<file path="src/rtl/core_bus_arbiter.sv">
// Purpose: arbitrates instruction fetch and load/store onto one AXI4-Lite master port, one transaction in flight.
// Latency: req to done is 3 cycles for reads and writes with a zero-wait slave; back-to-back grants are possible.
// Backpressure: AXI valids hold until their ready; a requester holds req until its done pulse.
module core_bus_arbiter #(
    parameter int         ADDR_WIDTH = 32,
    parameter logic [2:0] PROT       = 3'b000
) (
    input  logic                  clk,
    input  logic                  rstn,
    input  logic                  i_req,
    input  logic [ADDR_WIDTH-1:0] i_addr,
    output logic                  i_done,
    output logic [31:0]           i_rdata,
    input  logic                  d_req,
    input  logic                  d_we,
    input  logic [ADDR_WIDTH-1:0] d_addr,
    input  logic [31:0]           d_wdata,
    input  logic [3:0]            d_wstrb,
    output logic                  d_done,
    output logic [31:0]           d_rdata,
    output logic                  d_err,
    output logic [ADDR_WIDTH-1:0] m_axi_araddr,
    output logic                  m_axi_arvalid,
    output logic [2:0]            m_axi_arprot,
    input  logic                  m_axi_arready,
    input  logic [31:0]           m_axi_rdata,
    input  logic [1:0]            m_axi_rresp,
    input  logic                  m_axi_rvalid,
    output logic                  m_axi_rready,
    output logic [ADDR_WIDTH-1:0] m_axi_awaddr,
    output logic                  m_axi_awvalid,
    output logic [2:0]            m_axi_awprot,
    input  logic                  m_axi_awready,
    output logic [31:0]           m_axi_wdata,
    output logic [3:0]            m_axi_wstrb,
    output logic                  m_axi_wvalid,
    input  logic                  m_axi_wready,
    input  logic [1:0]            m_axi_bresp,
    input  logic                  m_axi_bvalid,
    output logic                  m_axi_bready,
    output logic [2:0]            state
);

    typedef enum logic [2:0] {
        S_IDLE = 3'd0,
        S_AR   = 3'd1,
        S_R    = 3'd2,
        S_AWW  = 3'd3,
        S_B    = 3'd4
    } state_t;

    state_t                  st, st_nxt;
    logic                    last_d, last_d_nxt;
    logic                    cur_d, cur_d_nxt;
    logic [ADDR_WIDTH-1:0]   addr_r, addr_nxt;
    logic [31:0]             wdata_r, wdata_nxt;
    logic [3:0]              wstrb_r, wstrb_nxt;
    logic                    arvalid_r, arvalid_nxt;
    logic                    rready_r, rready_nxt;
    logic                    awvalid_r, awvalid_nxt;
    logic                    wvalid_r, wvalid_nxt;
    logic                    bready_r, bready_nxt;
    logic                    i_done_r, i_done_nxt;
    logic                    d_done_r, d_done_nxt;
    logic                    d_err_r, d_err_nxt;
    logic [31:0]             i_rdata_r, i_rdata_nxt;
    logic [31:0]             d_rdata_r, d_rdata_nxt;
    logic                    req_i, req_d, grant_d, aw_left, w_left;

    // A requester still shows req during its own done cycle, so mask it to avoid a repeat grant.
    assign req_i   = i_req & ~i_done_r;
    assign req_d   = d_req & ~d_done_r;
    assign grant_d = req_d & (~req_i | ~last_d);
    assign aw_left = awvalid_r & ~m_axi_awready;
    assign w_left  = wvalid_r & ~m_axi_wready;

    always_comb begin
        st_nxt      = st;
        last_d_nxt  = last_d;
        cur_d_nxt   = cur_d;
        addr_nxt    = addr_r;
        wdata_nxt   = wdata_r;
        wstrb_nxt   = wstrb_r;
        arvalid_nxt = arvalid_r;
        rready_nxt  = rready_r;
        awvalid_nxt = awvalid_r;
        wvalid_nxt  = wvalid_r;
        bready_nxt  = bready_r;
        i_done_nxt  = 1'b0;
        d_done_nxt  = 1'b0;
        d_err_nxt   = 1'b0;
        i_rdata_nxt = i_rdata_r;
        d_rdata_nxt = d_rdata_r;
        case (st)
            S_IDLE: begin
                if (req_i || req_d) begin
                    cur_d_nxt  = grant_d;
                    last_d_nxt = grant_d;
                    addr_nxt   = grant_d ? d_addr : i_addr;
                    wdata_nxt  = d_wdata;
                    wstrb_nxt  = d_wstrb;
                    if (grant_d && d_we) begin
                        awvalid_nxt = 1'b1;
                        wvalid_nxt  = 1'b1;
                        st_nxt      = S_AWW;
                    end else begin
                        arvalid_nxt = 1'b1;
                        st_nxt      = S_AR;
                    end
                end
            end
            S_AR: begin
                if (m_axi_arready) begin
                    arvalid_nxt = 1'b0;
                    rready_nxt  = 1'b1;
                    st_nxt      = S_R;
                end
            end
            S_R: begin
                if (m_axi_rvalid) begin
                    rready_nxt = 1'b0;
                    st_nxt     = S_IDLE;
                    if (cur_d) begin
                        d_done_nxt  = 1'b1;
                        d_rdata_nxt = m_axi_rdata;
                        d_err_nxt   = |m_axi_rresp;
                    end else begin
                        i_done_nxt  = 1'b1;
                        i_rdata_nxt = m_axi_rdata;
                    end
                end
            end
            S_AWW: begin
                // AW and W complete independently, in either order.
                awvalid_nxt = aw_left;
                wvalid_nxt  = w_left;
                if (!aw_left && !w_left) begin
                    bready_nxt = 1'b1;
                    st_nxt     = S_B;
                end
            end
            S_B: begin
                if (m_axi_bvalid) begin
                    bready_nxt = 1'b0;
                    d_done_nxt = 1'b1;
                    d_err_nxt  = |m_axi_bresp;
                    st_nxt     = S_IDLE;
                end
            end
            default: st_nxt = S_IDLE;
        endcase
    end

    always_ff @(posedge clk or negedge rstn) begin
        if (!rstn) begin
            st        <= S_IDLE;
            last_d    <= 1'b0;
            cur_d     <= 1'b0;
            addr_r    <= '0;
            wdata_r   <= '0;
            wstrb_r   <= '0;
            arvalid_r <= 1'b0;
            rready_r  <= 1'b0;
            awvalid_r <= 1'b0;
            wvalid_r  <= 1'b0;
            bready_r  <= 1'b0;
            i_done_r  <= 1'b0;
            d_done_r  <= 1'b0;
            d_err_r   <= 1'b0;
            i_rdata_r <= '0;
            d_rdata_r <= '0;
        end else begin
            st        <= st_nxt;
            last_d    <= last_d_nxt;
            cur_d     <= cur_d_nxt;
            addr_r    <= addr_nxt;
            wdata_r   <= wdata_nxt;
            wstrb_r   <= wstrb_nxt;
            arvalid_r <= arvalid_nxt;
            rready_r  <= rready_nxt;
            awvalid_r <= awvalid_nxt;
            wvalid_r  <= wvalid_nxt;
            bready_r  <= bready_nxt;
            i_done_r  <= i_done_nxt;
            d_done_r  <= d_done_nxt;
            d_err_r   <= d_err_nxt;
            i_rdata_r <= i_rdata_nxt;
            d_rdata_r <= d_rdata_nxt;
        end
    end

    assign i_done        = i_done_r;
    assign i_rdata       = i_rdata_r;
    assign d_done        = d_done_r;
    assign d_rdata       = d_rdata_r;
    assign d_err         = d_err_r;
    assign m_axi_araddr  = addr_r;
    assign m_axi_arvalid = arvalid_r;
    assign m_axi_arprot  = PROT;
    assign m_axi_rready  = rready_r;
    assign m_axi_awaddr  = addr_r;
    assign m_axi_awvalid = awvalid_r;
    assign m_axi_awprot  = PROT;
    assign m_axi_wdata   = wdata_r;
    assign m_axi_wstrb   = wstrb_r;
    assign m_axi_wvalid  = wvalid_r;
    assign m_axi_bready  = bready_r;
    assign state         = st;

endmodule
</file>
<file path="config.mk">
export PLATFORM = sky130hd
export DESIGN_NAME = core_bus_arbiter
export DESIGN_NICKNAME = d
export VERILOG_FILES = /design/src/rtl/core_bus_arbiter.sv
export SDC_FILE = /design/constraint.sdc
export NUM_CORES = 1
export LEC_CHECK = 0
export ABC_AREA = 1
export ABC_CLOCK_PERIOD_IN_PS = 1600
export CORE_UTILIZATION = 40
export CTS_CLUSTER_DIAMETER = 200
export DETAILED_ROUTE_END_ITERATION = 8
export PLACE_DENSITY_LB_ADDON = 0.12
export SETUP_SLACK_MARGIN = 0.5
export SYNTH_ARGS = -nofsm -noshare
export SYNTH_HDL_FRONTEND = slang
export SYNTH_SLANG_ARGS = --single-unit
</file>
<file path="constraint.sdc">
create_clock -name clk -period 1.6 [get_ports clk]
set_input_delay 0.16 -clock clk [delete_from_list [all_inputs] [get_ports clk]]
set_output_delay 0.16 -clock clk [all_outputs]
set_load 0.03 [all_outputs]
</file>
# == Word-level counts from Yosys, hierarchy flattened ==
# Index checks and enable logic that the tools add are counted.
# classes
eq_ne,11
muxes,33
n_bitwise,12
reduce_logical,20
# op_table
operator,count
32-bit two-way mux,1
1-bit two-way mux,18
3-bit two-way mux,5
3-bit one-hot mux with 5 select lines,1
3-bit AND reduction,5
"2-bit inequality test, second input constant",7
1-bit one-hot mux with 2 select lines,7
2-bit nonzero test,4
"3-bit by 2-bit equality test with 1-bit output, second input constant",2
1-bit inverter,6
1-bit AND,5
5-bit AND reduction,1
4-bit AND reduction,1
2-bit OR reduction,2
"3-bit by 1-bit equality test with 1-bit output, second input constant",1
"3-bit equality test, second input constant",1
3-bit logical NOT,1
1-bit logical AND,2
1-bit logical NOT,2
2-bit two-way mux,1
2-bit AND reduction,1
1-bit logical OR,1
1-bit OR,1
# totals
regBits,144
inputBits,146
out_inout_bits,181
elab_cells,91

# == Longest topological paths before layout ==
# Gate-level depths: netlist of run 1.
# depth
ltp_word,9
ltp_mapped,9
ltp_nobuf,9

# == Worst setup path before layout of run 1 ==
# Ideal clock, no wire load.
# synth_path
kind,register to register
startpoint,"register st[0], in the netlist state[0]"
endpoint,"register d_rdata_r[10], in the netlist d_rdata[10]"
setup_time_ns,0.130
arrival_ns,1.393
t_required_ns,1.470
setup_slack_ns,0.076
path_stages_with_launch,9
n_path_buf,2
period_less_slack_ns,1.524
path_cell_list,dfrtp_1 > nor3_4 > inv_2 > nor2_2 > nand2_1 > buf_6 > buf_6 > nand2_1 > o21ai_1
# synth_via
elab_chain_len,2
# synth_rtl
element,line,rtl
"start, declared",52,"state_t st, st_nxt;"
"start signal, assigned",173,st <= st_nxt;
3-bit by 2-bit equality test with 1-bit output,94,case (st)
3-bit AND reduction (no source line),-,
"end signal, assigned",188,d_rdata_r <= d_rdata_nxt;
"end, declared",67,"logic [31:0] d_rdata_r, d_rdata_nxt;"
# Every way passes these cells.
# A chain may end at the register's enable or synchronous reset.

# == Worst setup path after layout of run 1 ==
# layout_path
startpoint,"register st[0], in the netlist state[0]"
endpoint,"register d_rdata_r[3], in the netlist d_rdata[3]"
# Same word-level chain as after synthesis.

==> results of run 1 <==
## kinds of logic after synthesis
logic type	count (synthesis)	share of synthesized area
and+or+nand+nor	284	0.180
DFF	144	0.587
AOI/OAI and AO/OA	137	0.119
buffers and inverters	126	0.113
other	1	0.000611
## where the power goes
part           total, mW  switching [mW]  internal [mW]
clock network       4.18            1.63           2.55
logic               19.5            10.4           9.07
registers           7.12            1.68           5.44
## cells in the final DEF, fill, tap and decap left out, drive strengths merged
cell	count
nor3	1
buf	291
a22oi	2
bufinv	3
conb	6
o21ai	68
clkinv	3
dfrtp	144
a21oi	65
clkdlybuf4s50	144
o22ai	2
nor2	43
clkinvlp	4
inv	56
clkbuf	39
dlygate4sd3	1
nand4	3
nand3	5
nand2	233
## path summary, 6_finish.rpt
check,startpoint,end,depth (start not counted)
min reg2reg,m_axi_wdata[20],m_axi_wdata[20],2
max in group asynchronous,rstn,i_rdata[14],3
min in group clk,d_wdata[27],m_axi_wdata[27],3
max,state[0],d_rdata[3],7
min,rstn,d_rdata[29],2
max reg2reg,state[0],d_rdata[3],7
## worst max-delay path, cell delays in order, from the launching register on
cell     delay (ps)
dfrtp_2         470
nor3_4          250
inv_2            80
nor2_4          160
nand2_8         130
buf_12          190
nand2_1          70
o21ai_1          90
## flip-flops by register name, summed over array words and instances (netlist names)
register and cells:
d_rdata 32, i_rdata 32, m_axi_araddr 32, m_axi_wdata 32
m_axi_wstrb 4, state 3, cur_d 1, d_done 1
d_err 1, i_done 1, m_axi_arvalid 1, m_axi_awvalid 1
m_axi_bready 1, m_axi_rready 1, m_axi_wvalid 1
## layer usage
| layer | vias to the layer above | GRT usage |
|---|---|---|
| met5 | - | 0 |
| met4 | 0 | 0.113 |
| met3 | 65 | 0.0892 |
| met2 | 318 | 0.414 |
| met1 | 3279 | 0.311 |
| li1 | 2963 | - |
## area by class of cell
| type | count | area (µm²) |
|---|---|---|
| inverter | 54 | 236 |
| clock buffer | 21 | 460 |
| fill | 796 | 2340 |
| timing repair inverter | 1 | 11.3 |
| multi-input combinational | 428 | 2680 |
| sequential | 144 | 3630 |
| timing repair buffer | 454 | 5020 |
| clock inverter | 11 | 155 |
| tap | 184 | 230 |
## per-stage QoR
stage	TNS (ps)	instance area, µm²
global route	-1.04	12400
CTS	0	10200
global placement	0	9370
detailed placement	0	9370
finish	0	12400
floorplan	0	6210
## repair_timing
action                                  in CTS  in global routing
endpoints found under the setup margin     318                319
hold buffers                                 1                  0
buffers inserted                            23                 65
pin swaps                                    0                 23
gates resized for setup                    895                586
cloned                                       2                 28
endpoints found under the hold margin      121                  0
==> flow_results.org, run 1 <==
** Floorplanning
- Area of the core :: 14800 µm²
- Height of the chip :: 126 µm
- Starting density of the core :: 0.416
- The initialized floorplan defines 44 standard-cell rows.
- The die covers 15800 µm².
- In this run the horizontal extent of the chip is 126 µm.
- In this run the count of I/O pins placed on the die edge is 327.

** Setup path
- Worst Setup End Kind :: register
- Crit path arrival time :: 1860 ps
- By startpoint and endpoint, the worst setup path is classified as register to register.
- FF-to-FF setup slack :: 40 ps
- STA classifies the critical path startpoint as a register.
- For the worst setup path, the data required time is 1890 ps.
- Along the worst path, the maximum fanout reaches 20.

** Placement
- Once placement completed, the tool counted placed cells totaling 1146.
- Pre-CTS WS :: 39.7 ps
- The congestion estimate from routability-driven global placement came to 0.849.
- During placement, the flow inserted port buffers numbering 320.
- DP HPWL :: 13600 µm

** Route
- Total number of vias :: 6625
- DR WL met2 :: 13300 µm
- Antenna Violating Nets Remaining :: 0
- Highest metal used :: met4
- Number of vias per cell after detailed routing :: 5.11
- The detailed router put a total of 9920 µm of wire on met1.
- Iter 0 DRT Violations :: 419
- Wire length on met3 :: 1970 µm
- The first TritonRoute pass finished after 5 iterations.
- Wires add up to 26100 µm.
- DRC violations left :: 0
- WL/cell :: 20.1 µm

** STA
- On the final layout, the worst hold slack is 204 ps.
- Minimum clock period :: 1560 ps
- Final setup violating endpoints :: 0
- The max-slew violation total from the final report came to 0.
- The final hold violation count was 0.
- Achievable clock frequency :: 641 MHz
- RSZ-0062 raised after global routing :: true
- Final cycle utilization of the critical path :: 0.975
- For the final database, setup skew stands at 5.12 ps.
- Final worst setup slack :: 39.2 ps

** Pwr
- Power density over cell area :: 2480 nW/µm²
- The worst-case IR drop observed on VDD is 1480 µV.
- Summing internal, switching and leakage power gives 30.8 mW.
- Leak pwr :: 5.98 nW

** CTS
- The number of clock buffers added by TritonCTS is 17.
- The H-tree was split into 4 levels.
- TritonCTS built the clock tree.
- Clock latency on the worst-skew pair, taken at its later pin, is 420 ps.
- The tree is rooted in a clkbuf_16.
- Clock tree sinks :: 144
- Maximum count of clock buffers along a single path :: 2
- Post-CTS clock slew at the launch and capture registers of the worst setup and hold paths :: 60 ps

** GRT
- Global-route wire length before repair :: 31000 µm
- Number of global-route vias before repair :: 5714
- Pin count of the biggest net entering global routing :: 66
- Total congestion overflow after global routing :: 0
- In the global route stage, overall resource usage came out at 0.256.
- The number of antenna violations at the first check in global routing came to 0.

** Synthesis
- After synthesis, the cell types taking the most area are dfrtp_1, nand2_1, a21oi_1.
- A synthesized cell averages 8.87 µm².
- Library cell with the highest instance count after synthesis :: nand2_1
- In the synthesized netlist the dominant register cell turns out to be dfrtp_1.
- Counting flops and latches in the post-synthesis netlist gives 144.
- Commonest cells post-synth :: nand2_1, dfrtp_1, a21oi_1
- Number of enable-type register cells in the synthesized netlist :: 0
- Sequential element share of the synthesized area :: 0.587
- The largest total area in the synthesized netlist belongs to dfrtp_1.
- Proportion of netlist area held by the largest area contributor :: 0.587
- In the synthesized netlist the async set-or-reset flop fraction comes to 1.00.
- Gate count of the mapped netlist :: 692
- The netlist uses 23 different library cells.
- Yosys synthesis warning count :: 0
- Post-synthesis cell area :: 6140 µm²

** Layout
- Of the cells placed in the final design, the portion with a size suffix greater than 1 is 0.480.
- Relative to the synthesized area, the layout overhead comes to 102%.
- Antenna diodes :: 0
- Total Nets Final :: 1246
- Finished Layout Cells :: 1297
- Final Core Density :: 0.842

** Flow run
- The tool flagged a number of max-cap violations equal to 0.

** Outcome
- The run finished with clean final reports.

** Min path
- Hold Crit Class :: primary input to asynchronous set/reset pin
No activity file was read; power rests on OpenSTA's default activity.
==> inputs of run 2 (changes only) <==
--- a/config.mk
+++ b/config.mk
@@ -10,6 +10,7 @@
 export CORE_UTILIZATION = 40
 export CTS_CLUSTER_DIAMETER = 200
 export DETAILED_ROUTE_END_ITERATION = 8
+export GPL_TIMING_DRIVEN = 0
 export PLACE_DENSITY_LB_ADDON = 0.12
 export SETUP_SLACK_MARGIN = 0.5
 export SYNTH_ARGS = -nofsm -noshare
==> flow_results.org, run 2 (same netlist as run 1, synthesis figures left out) <==
** Pwr
- IR analysis of the VDD net gives a maximum drop of 1330 µV.
- Power density over cell area :: 2420 nW/µm²
- Of the total power, combinational logic draws 0.634.
- Leak pwr :: 6.18 nW
- Sequential Power Share :: 0.234
- Of the total power, the share spent switching nets is 0.433.
- P_int :: 17.2 mW
- Of the total power, the clock network draws 0.132.
- For this design the total switching power over the nets is 13.1 mW.

** Setup path
- Slowest cell on crit path :: dfrtp_2
- On the worst path, the slowest cell contributes a delay of 420 ps.
- In this design, the largest share of critical-path delay is due to buffers and inverters.
- Crit path arrival time :: 1850 ps
- Kind of start point of the critical path :: register
- Worst Setup Path Type :: register to register
- Number of buffers and inverters on the critical path :: 5
- Data required time at the worst endpoint :: 1930 ps
- The critical path goes through buf_6 > nor2_4 > nand2_4 > inv_6 > nand2_8 > clkinv_8 > buf_12 > buf_16 > nor2_1 > a21oi_1.
- Maximum fanout along the worst path :: 8
- The worst setup path is captured at a register.

** Placement
- Number of cells in the design after placement :: 1202
- In this run the cell area measured after placement is 9670 µm².
- DP HPWL :: 14600 µm
- Prior to clock tree synthesis, the placed netlist has a worst setup slack of -200 ps.
- Buffers added on ports :: 320
- Weighted congestion reported at the end of routability-driven placement :: 0.852

** Route
- Wires add up to 24700 µm.
- For this run, design rule violations remaining after detail routing come to 0.
- The routed layout has 6686 vias.
- In this run the remaining antenna-violating nets after routing total 0.
- Dividing the detail-routed wire length by the instance count gives 18.3 µm.
- Number of vias per cell after detailed routing :: 4.95
- Iter 0 DRT Violations :: 383
- The first TritonRoute pass finished after 5 iterations.

** CTS
- In this run the deepest clock path goes through 2 buffers.
- Clock tree sinks :: 144
- CTS tree :: yes
- Counting the buffers created by CTS gives 17.
- The clock tree synthesis step divided the H-tree into 4 levels.
- Clock root buffer :: clkbuf_16
- Post-CTS clock slew at the launch and capture registers of the worst setup and hold paths :: 60 ps
- The clock reaches the later pin of the worst-skew pair after 420 ps.

** GRT
- Number of global-route vias before repair :: 6043
- Global-route wire length before repair :: 32000 µm
- The number of antenna violations at the first check in global routing came to 2.
- Summed over all layers, the global routing overflow is 0.
- In the global route stage, overall resource usage came out at 0.261.
- Entering global routing, the biggest net connects 93 pins.

** Min path
- The min-delay analysis places its worst path in the category primary input to asynchronous set/reset pin.

** Outcome
- The flow ran to the end, but the final reports show violations.
- Violated checks :: negative hold slack

** Floorplanning
- The floorplan has 44 rows.
- Starting density of the core :: 0.416
- The total area inside the core boundary comes to 14800 µm².
- From bottom edge to top edge, the die measures 126 µm.
- The die covers 15800 µm².
- During I/O placement, the number of pins put on the boundary was 327.
- Measured along the x axis, the die boundary spans 126 µm.

** STA
- Final cycle utilization of the critical path :: 0.949
- Post-Route Setup TNS :: 0 ps
- The worst path in the final design needs a cycle of 1520 ps, including I/O delays and setup.
- On the final layout, the worst clock skew is 8.75 ps.
- Setup repair after global routing could not meet its margin everywhere.
- The final hold violation count came to 52.
- Final setup violating endpoints :: 0
- Relative slew slack :: 0.655
- Transition at the pin with the smallest max-transition slack :: 517 ps
- Across all setup checks in the final design, the least slack found is 81.6 ps.
- The max-slew violation total from the final report was 0.
- Final hold analysis gives a worst-case slack of -310 ps.
- Achievable clock frequency :: 659 MHz

** Layout
- Finished Layout Cells :: 1351
- After the last flow step, the layout net total stands at 1300.
- Of the cells placed in the final design, the portion with a size suffix greater than 1 is 0.495.
- Design Area, Final :: 12500 µm²
- Commonest cells after routing, fill and taps aside :: buf_6, nand2_1, clkdlybuf4s50_1, dfrtp_1, buf_4
- Relative area change from synthesis to final layout :: 104%
- Most common cell after layout, fill and taps aside :: buf_6

** Flow run
- Number of max-capacitance violations reported :: 0
==> run 2: changes by cell type in the layout (fill, tap and decap cells not counted), sizes merged <==
cell,before,now
clkbuf,39,30
buf,291,355
diode,0,1
inv,56,53
dlygate4sd3,1,0
clkinv,3,5
==> run 2: power groups by stage <==
stage	clock network, mW	registers [mW]	logic [mW]
CTS	4.05	6.75	14.8
floorplan	0	9.77	4.66
finish	4.02	7.10	19.2
detailed placement	0	6.55	13.7
global placement	0	6.52	13.5
global route	4.23	7.25	20.2
==> run 2: layout make-up <==
class	instances	area, µm²
Antenna cell	1	2.50
Tap cell	184	230
Inverter	54	220
Buffer	72	813
Fill cell	823	2220
Clock buffer	20	447
Sequential cell	144	3630
Timing Repair Buffer	437	4530
Multi-Input combinational cell	428	2520
Clock inverter	11	140
==> run 2: final timing paths <==
kind | startpoint | end | slack [ps] | depth (start not counted)
max in group asynchronous | rstn | m_axi_araddr[21] | 1060 | 2
worst max register to register | state[1] | m_axi_araddr[26] | 80 | 10
min in group clk | d_wdata[6] | m_axi_wdata[6] | 280 | 3
worst min register to register | m_axi_wdata[27] | m_axi_wdata[27] | 500 | 2
worst min-delay path | rstn | m_axi_wdata[30] | -310 | 1
worst max-delay path | state[1] | m_axi_araddr[26] | 80 | 10
==> run 2: metrics by stage <==
stage	power, mW	util
floorplan	14.4	-
global placement	20.1	0.654
detailed placement	20.3	0.656
CTS	25.6	0.735
global route	31.7	0.850
finish	30.4	0.850
==> run 2: timing repair <==
| action | 4_1_cts | 5_1_grt |
|---|---|---|
| cloned | 3 | 6 |
| resized for setup | 935 | 594 |
| buffers inserted | 31 | 77 |
| pin swaps | 4 | 24 |
| hold endpoints to repair | 52 | 52 |
| endpoints found under the setup margin | 318 | 319 |
==> run 2: per-layer routing <==
layer / track usage / part of all wire / routed length, µm
met1: 0.308 / 0.37 / 9060
met2: 0.433 / 0.52 / 12800
met3: 0.0850 / 0.077 / 1910
met4: 0.120 / 0.037 / 905
met5: 0 / 0.00053 / 13
